### src/rtl/risc_main_ctrl_if.sv
// Instruction/data memory handshake bundle between the main control unit and memory.
interface risc_main_ctrl_if #(parameter int XLEN = 32);
  logic            imem_req;
  logic            imem_ack;
  logic [XLEN-1:0] imem_rdata;
  logic            dmem_req;
  logic            dmem_we;
  logic            dmem_ack;

  modport master (output imem_req, dmem_req, dmem_we, input imem_ack, imem_rdata, dmem_ack);
  modport slave  (input imem_req, dmem_req, dmem_we, output imem_ack, imem_rdata, dmem_ack);
endinterface

### src/rtl/risc_main_ctrl.sv
// KGP-RISC multi-cycle main control: fetch handshake, decode, and EXEC/MEM/WB sequencing.
module risc_main_ctrl #(parameter int XLEN = 32) (
  input  logic            clk,
  input  logic            rst,
  risc_main_ctrl_if.master bus,
  input  logic            alu_zero,
  input  logic            alu_neg,
  output logic [XLEN-1:0] instr,
  output logic [2:0]      ALUop,
  output logic [3:0]      fCode,
  output logic            reg_wr,
  output logic [1:0]      wb_sel,
  output logic            pc_wr,
  output logic [1:0]      pc_src,
  output logic            illegal,
  output logic            halted
);
  localparam logic [5:0] OP_R = 6'd0, OP_I = 6'd1, OP_SH = 6'd2, OP_LD = 6'd3,
                         OP_ST = 6'd4, OP_BR = 6'd5, OP_J = 6'd6, OP_HALT = 6'h3f;

  typedef enum logic [2:0] {FETCH, DECODE, EXEC, MEM, WB, HALT} state_t;
  state_t state;

  logic [5:0] opcode, rd_op;
  logic       legal, taken;
  assign opcode = instr[31:26];
  assign rd_op  = bus.imem_rdata[31:26];
  assign legal  = (opcode <= OP_J) || (opcode == OP_HALT);

  always_comb begin
    case (fCode)
      4'd0:    taken = alu_neg;
      4'd1:    taken = alu_zero;
      4'd2:    taken = !alu_zero;
      default: taken = 1'b0;
    endcase
  end

  function automatic logic [2:0] alu_class(input logic [5:0] op);
    case (op)
      OP_R:         return 3'b000;
      OP_I:         return 3'b001;
      OP_SH:        return 3'b010;
      OP_LD, OP_ST: return 3'b011;
      OP_BR:        return 3'b100;
      OP_J:         return 3'b101;
      default:      return 3'b000;
    endcase
  endfunction

  // ALUop/fCode are captured with the IR so they are already valid during DECODE.
  always_ff @(posedge clk or negedge rst) begin
    if (!rst) begin
      state <= FETCH;
      instr <= '0;
      ALUop <= '0;
      fCode <= '0;
    end else begin
      case (state)
        FETCH: if (bus.imem_ack) begin
          instr <= bus.imem_rdata;
          ALUop <= alu_class(rd_op);
          fCode <= bus.imem_rdata[3:0];
          state <= DECODE;
        end
        DECODE: state <= (opcode == OP_HALT) ? HALT : EXEC;
        EXEC: begin
          case (opcode)
            OP_R, OP_I, OP_SH: state <= WB;
            OP_LD, OP_ST:      state <= MEM;
            OP_J:              state <= (fCode == 4'd1) ? WB : FETCH;
            default:           state <= FETCH;
          endcase
        end
        MEM:     if (bus.dmem_ack) state <= (opcode == OP_LD) ? WB : FETCH;
        WB:      state <= FETCH;
        HALT:    state <= HALT;
        default: state <= FETCH;
      endcase
    end
  end

  // Strobes decode straight from state so reset kills them without waiting for a clock.
  assign bus.imem_req = rst && (state == FETCH);
  assign bus.dmem_req = rst && (state == MEM);
  assign bus.dmem_we  = bus.dmem_req && (opcode == OP_ST);

  always_comb begin
    reg_wr  = 1'b0;
    wb_sel  = 2'b00;
    pc_wr   = 1'b0;
    pc_src  = 2'b00;
    illegal = 1'b0;
    halted  = 1'b0;
    if (rst) begin
      case (state)
        DECODE: illegal = !legal;
        EXEC: begin
          case (opcode)
            OP_BR: begin
              pc_wr  = 1'b1;
              pc_src = taken ? 2'b01 : 2'b00;
            end
            OP_J: begin
              if (fCode == 4'd2) begin
                pc_wr  = 1'b1;
                pc_src = 2'b10;
              end else if (fCode != 4'd1) begin
                pc_wr  = 1'b1;
                pc_src = 2'b01;
              end
            end
            OP_R, OP_I, OP_SH, OP_LD, OP_ST: pc_wr = 1'b0;
            default: pc_wr = 1'b1;  // undefined opcode retires as a NOP
          endcase
        end
        MEM: pc_wr = bus.dmem_ack && (opcode == OP_ST);
        WB: begin
          reg_wr = 1'b1;
          pc_wr  = 1'b1;
          wb_sel = (opcode == OP_LD) ? 2'b01 : (opcode == OP_J) ? 2'b10 : 2'b00;
          pc_src = (opcode == OP_J) ? 2'b01 : 2'b00;
        end
        HALT:    halted = 1'b1;
        default: ;
      endcase
    end
  end
endmodule
### src/flat_wrapper.sv
// flat-port wrapper written by rule: the top's interface ports become plain ports
module risc_main_ctrl_flat 
#(parameter int XLEN = 32)
  (clk, rst, alu_zero, alu_neg, instr, ALUop, fCode, reg_wr, wb_sel, pc_wr, pc_src, illegal, halted, bus_imem_req, bus_dmem_req, bus_dmem_we, bus_imem_ack, bus_imem_rdata, bus_dmem_ack);
  risc_main_ctrl_if #(.XLEN(XLEN)) bus_i ();
  input  logic clk;
  input  logic rst;
  input  logic alu_zero;
  input  logic alu_neg;
  output logic [XLEN-1:0] instr;
  output logic [2:0] ALUop;
  output logic [3:0] fCode;
  output logic reg_wr;
  output logic [1:0] wb_sel;
  output logic pc_wr;
  output logic [1:0] pc_src;
  output logic illegal;
  output logic halted;
  output wire logic [$bits(bus_i.imem_req)-1:0] bus_imem_req;
  output wire logic [$bits(bus_i.dmem_req)-1:0] bus_dmem_req;
  output wire logic [$bits(bus_i.dmem_we)-1:0] bus_dmem_we;
  input wire logic [$bits(bus_i.imem_ack)-1:0] bus_imem_ack;
  input wire logic [$bits(bus_i.imem_rdata)-1:0] bus_imem_rdata;
  input wire logic [$bits(bus_i.dmem_ack)-1:0] bus_dmem_ack;
  assign bus_imem_req = bus_i.imem_req;
  assign bus_dmem_req = bus_i.dmem_req;
  assign bus_dmem_we = bus_i.dmem_we;
  assign bus_i.imem_ack = bus_imem_ack;
  assign bus_i.imem_rdata = bus_imem_rdata;
  assign bus_i.dmem_ack = bus_dmem_ack;
  risc_main_ctrl #(.XLEN(XLEN)) u_core (.clk(clk), .rst(rst), .bus(bus_i), .alu_zero(alu_zero), .alu_neg(alu_neg), .instr(instr), .ALUop(ALUop), .fCode(fCode), .reg_wr(reg_wr), .wb_sel(wb_sel), .pc_wr(pc_wr), .pc_src(pc_src), .illegal(illegal), .halted(halted));
endmodule
### config.mk
export PLATFORM = sky130hd
export DESIGN_NAME = risc_main_ctrl_flat
export DESIGN_NICKNAME = d
export VERILOG_FILES = /design/src/rtl/risc_main_ctrl_if.sv /design/src/rtl/risc_main_ctrl.sv /design/src/flat_wrapper.sv
export SDC_FILE = /design/constraint.sdc
export NUM_CORES = 1
export LEC_CHECK = 0
export CORE_MARGIN = 8
export CORE_UTILIZATION = 37
export CTS_BUF_LIST = sky130_fd_sc_hd__clkbuf_16
export DETAILED_ROUTE_END_ITERATION = 8
export GPL_TIMING_DRIVEN = 0
export PLACE_DENSITY_LB_ADDON = 0.15
export RECOVER_POWER = 100
export SLEW_MARGIN = 15
export SYNTH_ARGS = -nofsm -noshare
export SYNTH_HDL_FRONTEND = slang
export SYNTH_SLANG_ARGS = --single-unit
### constraint.sdc
create_clock -name clk -period 1.65 [get_ports clk]
set_input_delay 0.165 -clock clk [delete_from_list [all_inputs] [get_ports clk]]
set_output_delay 0.165 -clock clk [all_outputs]
set_load 0.03 [all_outputs]
==> results.toml <==
[outcome]
status = "finished with violations"
failed_checks = "negative setup slack"

[timing]
worst_clock_skew_ns = 0.00361
holdWs_ns = 0.409
tightest_slew_ns = 0.960
slew_headroom_pct = 35.8
max_freq_mhz = 484
setup_violations = 8
hold_viol = 0
setup_ws_ns = -0.418
rsz0062_at_grt = "true"
finalCriticalPeriod_ns = 2.07
final_max_slew_viol_count = 0
fin_crit_sh_pct = 125

[clock_tree]
cts_tree = "done"
root_buffer = "clkbuf_16"
cts_buffers = 5
cts.sinks = 38
cts.reportedPaths.clkPinSlew_ns = 0.06
h-tree-depth = 2
clockBufferDepth = 2
insertion_delay_ns = 0.28

[power_and_ir_drop]
leakage_nw = 1.52
cellPowerDensity_nw_per_um2 = 1920
vdd_drop_max_mv = 0.906

[logic_synthesis]
synthCells = 213
syn_area_um2 = 1840
ys_types = 38
yosysTopAreaCell = "dfrtp_1"
synth_area_leaders = "dfrtp_1, nand2_1, buf_4"
syn_nets = 251
synth_warnings = 0
yosysSeqAreaShare_pct = 51.7
async_flop_share_pct = 100
ys.flop_type = "dfrtp_1"
synth-edff-count = 0
synth_area_per_cell_um2 = 8.64
post_synth_most_frequent_cells = "nand2_1, dfrtp_1, nor2_1, buf_4, inv_1"
yosys_register_bits = 38
synth_top_area_share_pct = 51.7
synth.most_common_cell = "nand2_1"

[placement]
gp_congestion = 0.833
io_buffers = 87
place_inst = 368
dpl.hpwl_mm = 4.17
pre_cts_slack_ns = -0.903

[finish]
nNetsFinal = 358
drive_gt1_share_pct = 19.4
insertedDiodeCount = 0
area_growth_pct = 67.4
fin_cells = 387

[global_route]
globalRouteTotalUtil_pct = 15.8
first_global_vias = 1831
grt_overflow_total = 0
grt_antenna_before_repair = 0
grt_pass1_wl_mm = 9.25
grt_max_degree = 22

[floorplan]
die_w_um = 86.5
fp.dieH_um = 86.5
dieArea_um2 = 7480
core_um2 = 4750
rows = 25
start_util_pct = 38.7
io_pins = 88

[critical_path]
crit_path_end_kind = "output port"
reg2reg_from = "u_core.state[0]"
reg2reg_slack_ns = 0.06
start_kind = "flip-flop"
r2r_cells = 6
cp_max_fo = 2
rr_endpoint = "u_core.instr[11]"
cp.arrival_ns = 1.90
cp.required_ns = 1.48
worstSetupPathType = "flip-flop to output port"

[routing]
drc = 0
first_iter_violations = 64
post_drt_wl_per_cell_um = 14.7
ant_nets = 0
finalWirelength_mm = 5.71
dr.pass1.iters = 4
via_per_inst = 4.74
via_count = 1835

[hold_path]
hold_path_class = "input port to flip-flop"
hold_start = "bus_imem_rdata[21]"
min_to = "u_core.instr[21]"
hold_path_depth = 3

[job]
maxCapViolCount = 0
## how the worst max path moves through the flow
stage	end	cells after the start	from	slack (ns)
after floorplan	pc_wr	4	u_core.instr[29]	-0.27
after global placement	pc_wr	6	rst	-2.16
after detailed placement	pc_src[0]	7	rst	-0.90
after CTS	pc_wr	5	u_core.fCode[1]	-0.42
after global routing	pc_wr	5	u_core.fCode[1]	-0.47
final	pc_wr	5	u_core.fCode[1]	-0.42
## per-stage QoR
stage | TNS (ns) | cell area, um^2 | power (W) | utilization [%]
2_1_floorplan | -1.00 | 1890 | 0.00368 | -
3_3_place_gp | -44.30 | 2840 | 0.00500 | 59.8
3_5_place_dp | -7.71 | 2870 | 0.00507 | 60.3
4_1_cts | -1.06 | 3110 | 0.00616 | 65.4
5_1_grt | -4.05 | 3080 | 0.00636 | 64.8
6_report | -1.12 | 3080 | 0.00591 | 64.8
## placed cells by master (no fill, tap or decap), types with 6 or more instances in the layout
cell             Yosys  layout
buf_4                6      17
clkbuf_1             4       8
clkbuf_2             0       6
clkdlybuf4s50_1      0      40
dfrtp_1             38      33
dlygate4sd3_1        0      29
inv_1                5       6
nand2_1             99      96
## where the power goes
| group | total (W) | leakage (nW) | internal [W] | switching (W) |
|---|---|---|---|---|
| logic | 0.00343 | 0.977 | 0.00129 | 0.00214 |
| clock network | 0.000881 | 0.0685 | 0.000540 | 0.000341 |
| registers | 0.00160 | 0.470 | 0.00136 | 0.000249 |
| total | 0.00591 | 1.52 | 0.00318 | 0.00273 |
## what timing repair did
| item | 4_1_cts | 5_1_grt |
|---|---|---|
| buffers inserted | 9 | 2 |
| gates resized for setup | 74 | 22 |
| hold buffers | 2 | 0 |
| pin swaps | 7 | 2 |
| cloned | 0 | 0 |
| hold endpoints to repair | 17 | 0 |
| endpoints found under the setup margin | 21 | 46 |
## cell families after synthesis
kind of cell           synth area share, %
AND/OR/NAND/NOR                       32.2
flip-flops                            51.7
AO/OA/AOI/OAI                         7.89
buffers and inverters                 5.71
XOR/XNOR                              1.43
multiplexers                          1.09
## registers in the layout, indices dropped and copies added, names as in the netlist
name,count
u_core.instr,29
u_core.state,3
u_core.fCode,3
u_core.ALUop,3
## per-layer routing
metal  vias to the layer above  track usage [%]  part of all wire, %
met3                         5             7.84                   10
met2                        65             23.7                   46
met1                       848             19.5                   43
li1                        917                -                    -
met4                         0             4.23                 0.60
met5                         -                0                    0
## cell type report
cell class	instances	area, um^2
clock buffer	5	125
inverter	5	18.8
clock inverter	2	7.51
timing repair buffer	101	936
fill	440	1680
sequential	38	957
tap	67	83.8
buffer	13	86.3
multi-input combinational	156	865
## critical path, cell delays in order (launching register included)
cell and delay, ns:
dfrtp_2 0.39, or4b_4 0.55, a21oi_2 0.13, o21ai_1 0.07
a221o_2 0.34, buf_6 0.14
Note: power is estimated with default switching activity, not from simulation.
